`config.mk`:
```
export PLATFORM = sky130hd
export DESIGN_NAME = parking_lot_controller_flat
export DESIGN_NICKNAME = d
export VERILOG_FILES = /design/src/rtl/parking_pkg.sv /design/src/rtl/parking_lot_controller_if.sv /design/src/rtl/occupancy_counter.sv /design/src/rtl/parking_lot_controller.sv /design/src/flat_wrapper.sv
export SDC_FILE = /design/constraint.sdc
export NUM_CORES = 1
export LEC_CHECK = 0
export BUFFER_PORTS_ARGS = -buffer_cell sky130_fd_sc_hd__buf_2
export CAP_MARGIN = 40
export CORE_MARGIN = 2
export CORE_UTILIZATION = 40
export CTS_BUF_LIST = sky130_fd_sc_hd__clkbuf_8
export DETAILED_ROUTE_END_ITERATION = 8
export GPL_TIMING_DRIVEN = 0
export REMOVE_ABC_BUFFERS = 1
export SETUP_SLACK_MARGIN = 0.3
export SLEW_MARGIN = 20
export SYNTH_ARGS = -nofsm -noshare
export SYNTH_HDL_FRONTEND = slang
export SYNTH_SLANG_ARGS = --single-unit
```
`constraint.sdc`:
```
create_clock -name clk -period 5.6 [get_ports clk]
set_clock_uncertainty 0.05 [all_clocks]
set_input_delay 0.84 -clock clk [delete_from_list [all_inputs] [get_ports clk]]
set_output_delay 0.84 -clock clk [all_outputs]
set_load 0.01 [all_outputs]
```
`src/rtl/parking_pkg.sv`:
```
// Shared types for the parking lot controller: FSM state encoding and
// occupancy width helper.
package parking_pkg;

  typedef enum logic [2:0] {
    IDLE,
    WAIT_PIN,
    GATE_OPEN,
    CLOSING,
    BLOCKED
  } state_t;

  function automatic int occ_w(input int cap);
    return $clog2(cap + 1);
  endfunction

endpackage

```
`src/rtl/parking_lot_controller_if.sv`:
```
// Entry/exit sensor and gate bus. Ports: master drives vehicle_arrival,
// code, code_ack, vehicle_left, vehicle_exit; slave drives the gate status.
interface parking_lot_controller_if #(
  parameter int CODE_W = 16,
  parameter int OCC_W  = 4
);
  logic              vehicle_arrival;
  logic [CODE_W-1:0] code;
  logic              code_ack;
  logic              vehicle_left;
  logic              vehicle_exit;
  logic              open_gate;
  logic              close_gate;
  logic              wrong_pin;
  logic              blocked_gate;
  logic              lot_full;
  logic [OCC_W-1:0]  occupancy;
  logic [3:0]        attempts;

  modport master (
    output vehicle_arrival, code, code_ack,
    output vehicle_left, vehicle_exit,
    input  open_gate, close_gate, wrong_pin,
    input  blocked_gate, lot_full, occupancy, attempts
  );

  modport slave (
    input  vehicle_arrival, code, code_ack,
    input  vehicle_left, vehicle_exit,
    output open_gate, close_gate, wrong_pin,
    output blocked_gate, lot_full, occupancy, attempts
  );
endinterface

```
`src/rtl/occupancy_counter.sv`:
```
// Saturating lot occupancy counter with registered full flag.
// Ports: clk, rst (sync, high), inc, dec -> occupancy, lot_full.
module occupancy_counter #(
  parameter int CAPACITY = 8,
  parameter int OW       = 4
) (
  input  logic          clk,
  input  logic          rst,
  input  logic          inc,
  input  logic          dec,
  output logic [OW-1:0] occupancy,
  output logic          lot_full
);
  logic [OW-1:0] occ_q, occ_d;
  logic          full_q, full_d;

  always_comb begin
    occ_d = occ_q;
    if (inc && !dec && occ_q != OW'(CAPACITY))
      occ_d = occ_q + 1'b1;
    else if (dec && !inc && occ_q != '0)
      occ_d = occ_q - 1'b1;
    full_d = (occ_d == OW'(CAPACITY));
  end

  always_ff @(posedge clk) begin
    if (rst) begin
      occ_q  <= '0;
      full_q <= 1'b0;
    end else begin
      occ_q  <= occ_d;
      full_q <= full_d;
    end
  end

  assign occupancy = occ_q;
  assign lot_full  = full_q;
endmodule

```
`src/rtl/parking_lot_controller.sv`:
```
// PIN-gated parking entry controller: FSM, gate timer, attempt counter.
// Ports: clk, rst (sync, high), bus (slave). Macro: ADMIN_UNLOCK_EN.
module parking_lot_controller
  import parking_pkg::*;
#(
  parameter int              CODE_W       = 16,
  parameter logic [CODE_W-1:0] CORRECT_CODE = 16'h2468,
  parameter logic [CODE_W-1:0] ADMIN_CODE   = 16'hA5A5,
  parameter int              MAX_ATTEMPTS = 3,
  parameter int              CAPACITY     = 8,
  parameter int              GATE_TIMEOUT = 16
) (
  input  logic clk,
  input  logic rst,
  parking_lot_controller_if.slave bus
);
  localparam int OW = occ_w(CAPACITY);
  localparam int TW = $clog2(GATE_TIMEOUT);

  state_t        state_q, state_d;
  logic [TW-1:0] timer_q, timer_d;
  logic [3:0]    att_q, att_d;
  logic          wp_q, wp_d;
  logic          og_q, cg_q, bg_q;
  logic          inc;
  logic          lot_full;
  logic [OW-1:0] occupancy;

  always_comb begin
    state_d = state_q;
    timer_d = '0;
    att_d   = att_q;
    wp_d    = 1'b0;
    inc     = 1'b0;
    case (state_q)
      IDLE: begin
        if (bus.vehicle_arrival && !lot_full) begin
          state_d = WAIT_PIN;
          att_d   = '0;
        end
      end
      WAIT_PIN: begin
        if (bus.code_ack) begin
          if (bus.code == CORRECT_CODE) begin
            state_d = GATE_OPEN;
            att_d   = '0;
          end else begin
            att_d = att_q + 1'b1;
            wp_d  = 1'b1;
            if (att_d == 4'(MAX_ATTEMPTS))
              state_d = BLOCKED;
          end
        end
      end
      GATE_OPEN: begin
        if (bus.vehicle_left) begin
          inc     = 1'b1;
          // a second car arriving as the first passes is a tailgate
          state_d = bus.vehicle_arrival ? BLOCKED : CLOSING;
        end else if (timer_q == TW'(GATE_TIMEOUT - 1)) begin
          state_d = CLOSING;
        end else begin
          timer_d = timer_q + 1'b1;
        end
      end
      CLOSING: state_d = IDLE;
      BLOCKED: begin
`ifdef ADMIN_UNLOCK_EN
        if (bus.code_ack && bus.code == ADMIN_CODE) begin
          state_d = IDLE;
          att_d   = '0;
        end
`endif
      end
      default: state_d = IDLE;
    endcase
  end

  always_ff @(posedge clk) begin
    if (rst) begin
      state_q <= IDLE;
      timer_q <= '0;
      att_q   <= '0;
      wp_q    <= 1'b0;
      og_q    <= 1'b0;
      cg_q    <= 1'b0;
      bg_q    <= 1'b0;
    end else begin
      state_q <= state_d;
      timer_q <= timer_d;
      att_q   <= att_d;
      wp_q    <= wp_d;
      og_q    <= (state_d == GATE_OPEN);
      cg_q    <= (state_d == CLOSING);
      bg_q    <= (state_d == BLOCKED);
    end
  end

  occupancy_counter #(
    .CAPACITY (CAPACITY),
    .OW       (OW)
  ) u_occ (
    .clk       (clk),
    .rst       (rst),
    .inc       (inc),
    .dec       (bus.vehicle_exit),
    .occupancy (occupancy),
    .lot_full  (lot_full)
  );

  assign bus.open_gate    = og_q;
  assign bus.close_gate   = cg_q;
  assign bus.wrong_pin    = wp_q;
  assign bus.blocked_gate = bg_q;
  assign bus.lot_full     = lot_full;
  assign bus.occupancy    = occupancy;
  assign bus.attempts     = att_q;
endmodule

```
`src/flat_wrapper.sv`:
```
// flat-port wrapper written by rule: the top's interface ports become plain ports
module parking_lot_controller_flat import parking_pkg::*;
#(
  parameter int              CODE_W       = 16,
  parameter logic [CODE_W-1:0] CORRECT_CODE = 16'h2468,
  parameter logic [CODE_W-1:0] ADMIN_CODE   = 16'hA5A5,
  parameter int              MAX_ATTEMPTS = 3,
  parameter int              CAPACITY     = 8,
  parameter int              GATE_TIMEOUT = 16
)
  (clk, rst, bus_vehicle_arrival, bus_code, bus_code_ack, bus_vehicle_left, bus_vehicle_exit, bus_open_gate, bus_close_gate, bus_wrong_pin, bus_blocked_gate, bus_lot_full, bus_occupancy, bus_attempts);
  parking_lot_controller_if #(.CODE_W(CODE_W)) bus_i ();
  input  logic clk;
  input  logic rst;
  input wire logic [$bits(bus_i.vehicle_arrival)-1:0] bus_vehicle_arrival;
  input wire logic [$bits(bus_i.code)-1:0] bus_code;
  input wire logic [$bits(bus_i.code_ack)-1:0] bus_code_ack;
  input wire logic [$bits(bus_i.vehicle_left)-1:0] bus_vehicle_left;
  input wire logic [$bits(bus_i.vehicle_exit)-1:0] bus_vehicle_exit;
  output wire logic [$bits(bus_i.open_gate)-1:0] bus_open_gate;
  output wire logic [$bits(bus_i.close_gate)-1:0] bus_close_gate;
  output wire logic [$bits(bus_i.wrong_pin)-1:0] bus_wrong_pin;
  output wire logic [$bits(bus_i.blocked_gate)-1:0] bus_blocked_gate;
  output wire logic [$bits(bus_i.lot_full)-1:0] bus_lot_full;
  output wire logic [$bits(bus_i.occupancy)-1:0] bus_occupancy;
  output wire logic [$bits(bus_i.attempts)-1:0] bus_attempts;
  assign bus_i.vehicle_arrival = bus_vehicle_arrival;
  assign bus_i.code = bus_code;
  assign bus_i.code_ack = bus_code_ack;
  assign bus_i.vehicle_left = bus_vehicle_left;
  assign bus_i.vehicle_exit = bus_vehicle_exit;
  assign bus_open_gate = bus_i.open_gate;
  assign bus_close_gate = bus_i.close_gate;
  assign bus_wrong_pin = bus_i.wrong_pin;
  assign bus_blocked_gate = bus_i.blocked_gate;
  assign bus_lot_full = bus_i.lot_full;
  assign bus_occupancy = bus_i.occupancy;
  assign bus_attempts = bus_i.attempts;
  parking_lot_controller #(.CODE_W(CODE_W), .CORRECT_CODE(CORRECT_CODE), .ADMIN_CODE(ADMIN_CODE), .MAX_ATTEMPTS(MAX_ATTEMPTS), .CAPACITY(CAPACITY), .GATE_TIMEOUT(GATE_TIMEOUT)) u_core (.clk(clk), .rst(rst), .bus(bus_i));
endmodule
```
; ---- Word level (Yosys, flattened, before mapping)
; Index checks and enable logic that the tools add are counted.
[classes]
add_sub_neg = 4
n_eq_ne = 13
muxes = 17
bitwise = 3
reduce_logical = 14
[ops]
columns = operator, n
row1 = $mux 3, 7
row2 = $mux 4, 5
row3 = $eq 16x14->1 const B, 1
row4 = $add 4x1->4 const B, 3
row5 = $pmux 3 s4, 1
row6 = $eq 3x2->1 const B, 3
row7 = $eq 4x4->1 const B, 2
row8 = $pmux 4 s2, 1
row9 = $eq 3x3->1 const B, 2
row10 = $logic_and 1x1->1, 5
row11 = $eq 4x2->1 const B, 1
row12 = $ne 4x4->1 const B, 1
row13 = $reduce_bool 4->1, 1
row14 = $reduce_or 4->1, 1
row15 = $sub 4x1->4 const B, 1
row16 = $eq 3x1->1 const B, 1
row17 = $logic_not 1->1, 3
row18 = $logic_not 3->1, 1
row19 = $mux 1, 3
row20 = $not 1->1, 3
row21 = $reduce_and 3->1, 1
row22 = $reduce_or 3->1, 1
row23 = $ne 2x1->1 const B, 1
row24 = $ne 2x2->1 const B, 1
row25 = $reduce_bool 2->1, 1
[totals]
reg_bits = 20
word_cells = 60

; ---- Logic depth before layout (Yosys ltp)
[logic_depth]
ltp_word = 8
ltp_mapped = 8
mapped_depth_nobuf = 7

; ---- Cells and area by module
; Synthesis repeated with hierarchy kept, for this count alone.
[hier_totals]
cells_unflattened = 130
area_unflattened_um2 = 1144.8
[by_module_without_submodules]
columns = module, n_inst, cells_each, area_per_inst_um2, seq_area_each_um2
row1 = parking_lot_controller, 1, 85, 760.7, 300.3
row2 = occupancy_counter, 1, 45, 384.1, 100.1

; ---- Worst setup path after synthesis
; Ideal clock, no wire load.
[synth_timing]
kind = input-to-reg
from = input port bus_code[1]
to = register u_core.state_q[0]
arrival_time_ns = 1.834
required_ns = 5.418
path_slack_ns = 3.584
cell_stages = 6
path_buffers = 1
path_cell_list = nor4b_1 -> and4_1 -> clkbuf_1 -> a21oi_1 -> a21bo_2 -> a21oi_1
[synth_between]
elab_chain_len = 4
[synth_rtl]
columns = item, line_no
row1 = from (decl), flat_wrapper.sv:16  ; input wire logic [$bits(bus_i.code)-1:0] bus_code;
row2 = $eq 16x14->1, parking_lot_controller.sv:44  ; if (bus.code == CORRECT_CODE) begin
row3 = $mux 3, parking_lot_controller.sv:44
row4 = $mux 3, parking_lot_controller.sv:43  ; if (bus.code_ack) begin
row5 = $pmux 3 s4, parking_lot_controller.sv:35  ; case (state_q)
row6 = to (signal assigned), parking_lot_controller.sv:89  ; state_q <= state_d;
row7 = to (decl), parking_lot_controller.sv:20  ; state_t state_q, state_d;
; No other way between the ends.
; A chain may end at the register's enable or synchronous reset.

; ---- Worst setup path after layout
[layout_timing]
from = input port bus_vehicle_left
to = register u_core.u_occ.full_q, in the netlist u_core.u_occ.lot_full
[layout_between]
elab_chain_len = 8
word_cells_on_any_way = 10
classes_between = 1 x eq/ne / 4 x mux / 5 x reduce/logical
[layout_rtl]
columns = item, line_no
row1 = from (decl), flat_wrapper.sv:18  ; input wire logic [$bits(bus_i.vehicle_left)-1:0] bus_vehicle_left;
row2 = $mux 1 *, parking_lot_controller.sv:56  ; if (bus.vehicle_left) begin
row3 = $mux 1 *, parking_lot_controller.sv:35
row4 = $logic_not 1->1, occupancy_counter.sv:21  ; else if (dec && !inc && occ_q != '0)
row5 = $logic_and 1x1->1 (2 in a row), occupancy_counter.sv:21
row6 = $mux 4, occupancy_counter.sv:21
row7 = $mux 4 *, occupancy_counter.sv:19  ; if (inc && !dec && occ_q != OW'(CAPACITY))
row8 = $eq 4x4->1 *, occupancy_counter.sv:23  ; full_d = (occ_d == OW'(CAPACITY));
row9 = to (signal assigned), occupancy_counter.sv:32  ; full_q <= full_d;
row10 = to (decl), occupancy_counter.sv:15  ; logic full_q, full_d;
; Mark *: on every way between the ends. The rest lies on a longest branch, timed or not.

==> summary.md <==
| Metric | Value |
|---|---|
| Row count | 19 |
| Slew Limit Fails | 0 |
| Final Hold Fails | 0 |
| Tightest Pin Transition | between 400 and 500 ps |
| Seq/Total Area, Yosys | 33.1% |
| Vias | between 1000 and 1500 |
| RSZ-0062 raised after global routing | false |
| Leak Pwr | 0.597 nW |
| Port-buffer cells | 34 |
| Period utilization | between 40 and 50% |
| EDFF count, synth | 0 |
| Gate Count Post-Synth | 150 |
| Mean number of vias per cell | 5.54 |
| Cells taking the most area after synthesis | dfxtp_1 (33%), a21oi_1 (7.0%), ha_1 (5.2%) |
| FILL cells | 293 |
| Largest net degree at the start of global routing | 16 |
| Overall routed net length | ~2700 microns |
| First DRT Iteration DRCs | 26 |
| Kind of critical path | input pin to flip-flop |
| Post-layout nets | slightly above 200 |
| Core area | around 2800 sq um |
| R2R setup slack | approximately 3600 ps |
| Fmax | 443 MHz |
| PD cells | about 320 nW/um^2 |
| Initial Utilization | between 40 and 50% |
| Clock sink total | 20 |
| Worst path slowest cell | or3_1 |
| Crit start category | input pin |
| First-pass GRT wire length | between 4000 and 5000 microns |
| Max-cap check violation count | 0 |
| Root buffer cell | clkbuf_8 |
| ANT cells | 0 |
| Share of cells above drive strength 1 | approximately a quarter |
| Number of synthesized register bits | 20 |
| Hold_buf cts | 0 |
| Drt drc | 0 |
| Critical path capture point type | flip-flop |
| Critical Path Fanout Max | 12 |
| Clock buffer depth | 2 |
| Final setup violation count | 0 |
| Avg Inst Size Synth | 8.07 sq um |
| Final GP Congestion | 0.811 |
| Cell variety after synth | 52 |
| Finished Cell Area | between 1000 and 1500 sq um |
| First-pass detailed-route iteration total | 4 |
| GRT Total Usage | between 15 and 20% |
| GRT overflow | 0 |
| Post-synth ARST share | 0% |
| VDD IR max | ~170 uV |
| Initial antenna violation count | 0 |
| Die Width | 59.0 microns |
| DR WL/cell | ~13 microns |
| Die H | roughly 59 microns |
| Placed inst area | roughly 1400 sq um |
| Worst EP arrival | 2400 ps |
| CTS Buf Count | 3 |
| Post-DP HPWL | roughly 2000 microns |
| Top FF cell, synth | dfxtp_1 |
| PostCTS Resize Cnt | 0 |
| CTS tree | done |
| Register Area | ~400 sq um |
| Area leader, netlist | dfxtp_1 |
| Area of the mapped netlist | around 1200 sq um |
| Setup TNS | 0 ps |
| YS warnings | 0 |
| Synth top area share | 33.1% |
| Clock transition at the registers of the reported paths | around 70 ps |
| H-Tree Level Count | 1 |
| Multi-input gate area | about 730 sq um |
| Vias in the first global route | approximately 1100 |
| CP peak stage delay | about 520 ps |
| Worst min path class | flip-flop to flip-flop |
| Max-slew headroom | between 60 and 70% |
| Worst path cell trace | buf_2 -> nand4bb_1 -> or3_1 -> a21o_1 -> a21oi_2 -> and3_1 |
| Number of setup buffers added after CTS | 0 |
| Synth-to-Final Area Change | 16.7% |
| Data required, critical path | 5750 ps |
| Antenna Nets Post-Route | 0 |
| Final min period | 2260 ps |
| Status | completed |
| Worst-Skew Late Latency | 260 ps |
| IO Pins | 35 |
| Die area | approximately 3500 sq um |
[state kept, by name, summed over array words and instances, names as in the netlist]
name                     cells
u_core.bus.attempts          4
u_core.timer_q               4
u_core.u_occ.occupancy       4
u_core.bus.blocked_gate      1
u_core.u_occ.lot_full        1
u_core.state_q               3
u_core.bus.close_gate        1
u_core.bus.wrong_pin         1
u_core.bus.open_gate         1
[metal layers]
layer | up-vias | share of wire (%) | global-route usage [%]
li1 | 606 | - | -
met1 | 521 | 48 | 21.4
met2 | 29 | 46 | 27.6
met3 | 2 | 4.1 | 2.62
met4 | 0 | 1.0 | 5.84
met5 | - | 0 | 0
[area by class of cell]
class	count	share of cell area, %
flip-flops and latches	20	28.3
clock buffers	4	3.89
inverters	5	1.33
well taps	31	2.74
multi-input cells	115	51.7
repair buffers	34	12.0
[final timing paths]
| check | startpoint | endpoint | depth (start not counted) |
|---|---|---|---|
| min reg2reg | u_core.timer_q[0]$_SDFF_PP0_ | u_core.timer_q[0]$_SDFF_PP0_ | 1 |
| max reg2reg | u_core.state_q[0]$_SDFF_PP0_ | u_core.u_occ.lot_full$_SDFF_PP0_ | 5 |
| max | bus_vehicle_left | u_core.u_occ.lot_full$_SDFF_PP0_ | 6 |
| min | u_core.timer_q[0]$_SDFF_PP0_ | u_core.timer_q[0]$_SDFF_PP0_ | 1 |
[critical path: cells and delay by family]
kind                   cells  cell delay [ps]
AO/OA/AOI/OAI              2              330
AND/OR/NAND/NOR            3             1100
buffers and inverters      1              140
[synth_stat cells (all sizes together), types with 2 or more instances]
cell type,number
or3,3
nor4bb,2
nand2b,2
o21ai,3
nor4b,2
and2,2
nand3,9
a21oi,18
dfxtp,20
clkbuf,5
nor2,16
a311oi,2
xnor2,2
inv,5
nor3,7
ha,5
nand2,13
buf,5
[cell families after synthesis]
family	synth area share (%)
mux	0.826
simple gates	30.6
compound gates	20.8
xor+xnor	2.17
fa+ha+maj	5.99
flops	33.1
buf+inv	6.61
[power breakdown]
group | switching, W | internal, W | total, W | leakage, nW
Sequential | 0.0000262 | 0.000155 | 0.000181 | 0.162
Clock | 0.0000482 | 0.0000625 | 0.000111 | 0.0288
Combinational | 0.0000823 | 0.0000745 | 0.000157 | 0.406
[per-stage QoR]
stage          std cells  total power [W]  utilization (%)  hold WS (ps)  setup slack [ps]
2_1_floorplan        140         0.000291                -           367              3480
3_3_place_gp         205         0.000334             48.4           380              3160
3_5_place_dp         205         0.000341             48.4           389              3100
4_1_cts              209         0.000449             50.4           402              3370
5_1_grt              209         0.000479             50.4           428              3210
6_report             209         0.000449             50.4           395              3340
[layout by cell type (no fill, tap or decap), drive strengths merged, types with 2 or more instances in the layout]
master / netlist / routed
or3: 3 / 3
a311oi: 2 / 2
xnor2: 2 / 2
ha: 5 / 5
nand2b: 2 / 2
buf: 5 / 34
inv: 5 / 5
a21oi: 18 / 18
clkbuf: 5 / 4
o21ai: 3 / 3
nor3: 7 / 7
nand3: 9 / 9
dfxtp: 20 / 20
nor4bb: 2 / 2
nor2: 16 / 16
nand2: 13 / 13
nor4b: 2 / 2
and2: 2 / 2
Power figures use the tool's default switching activity.
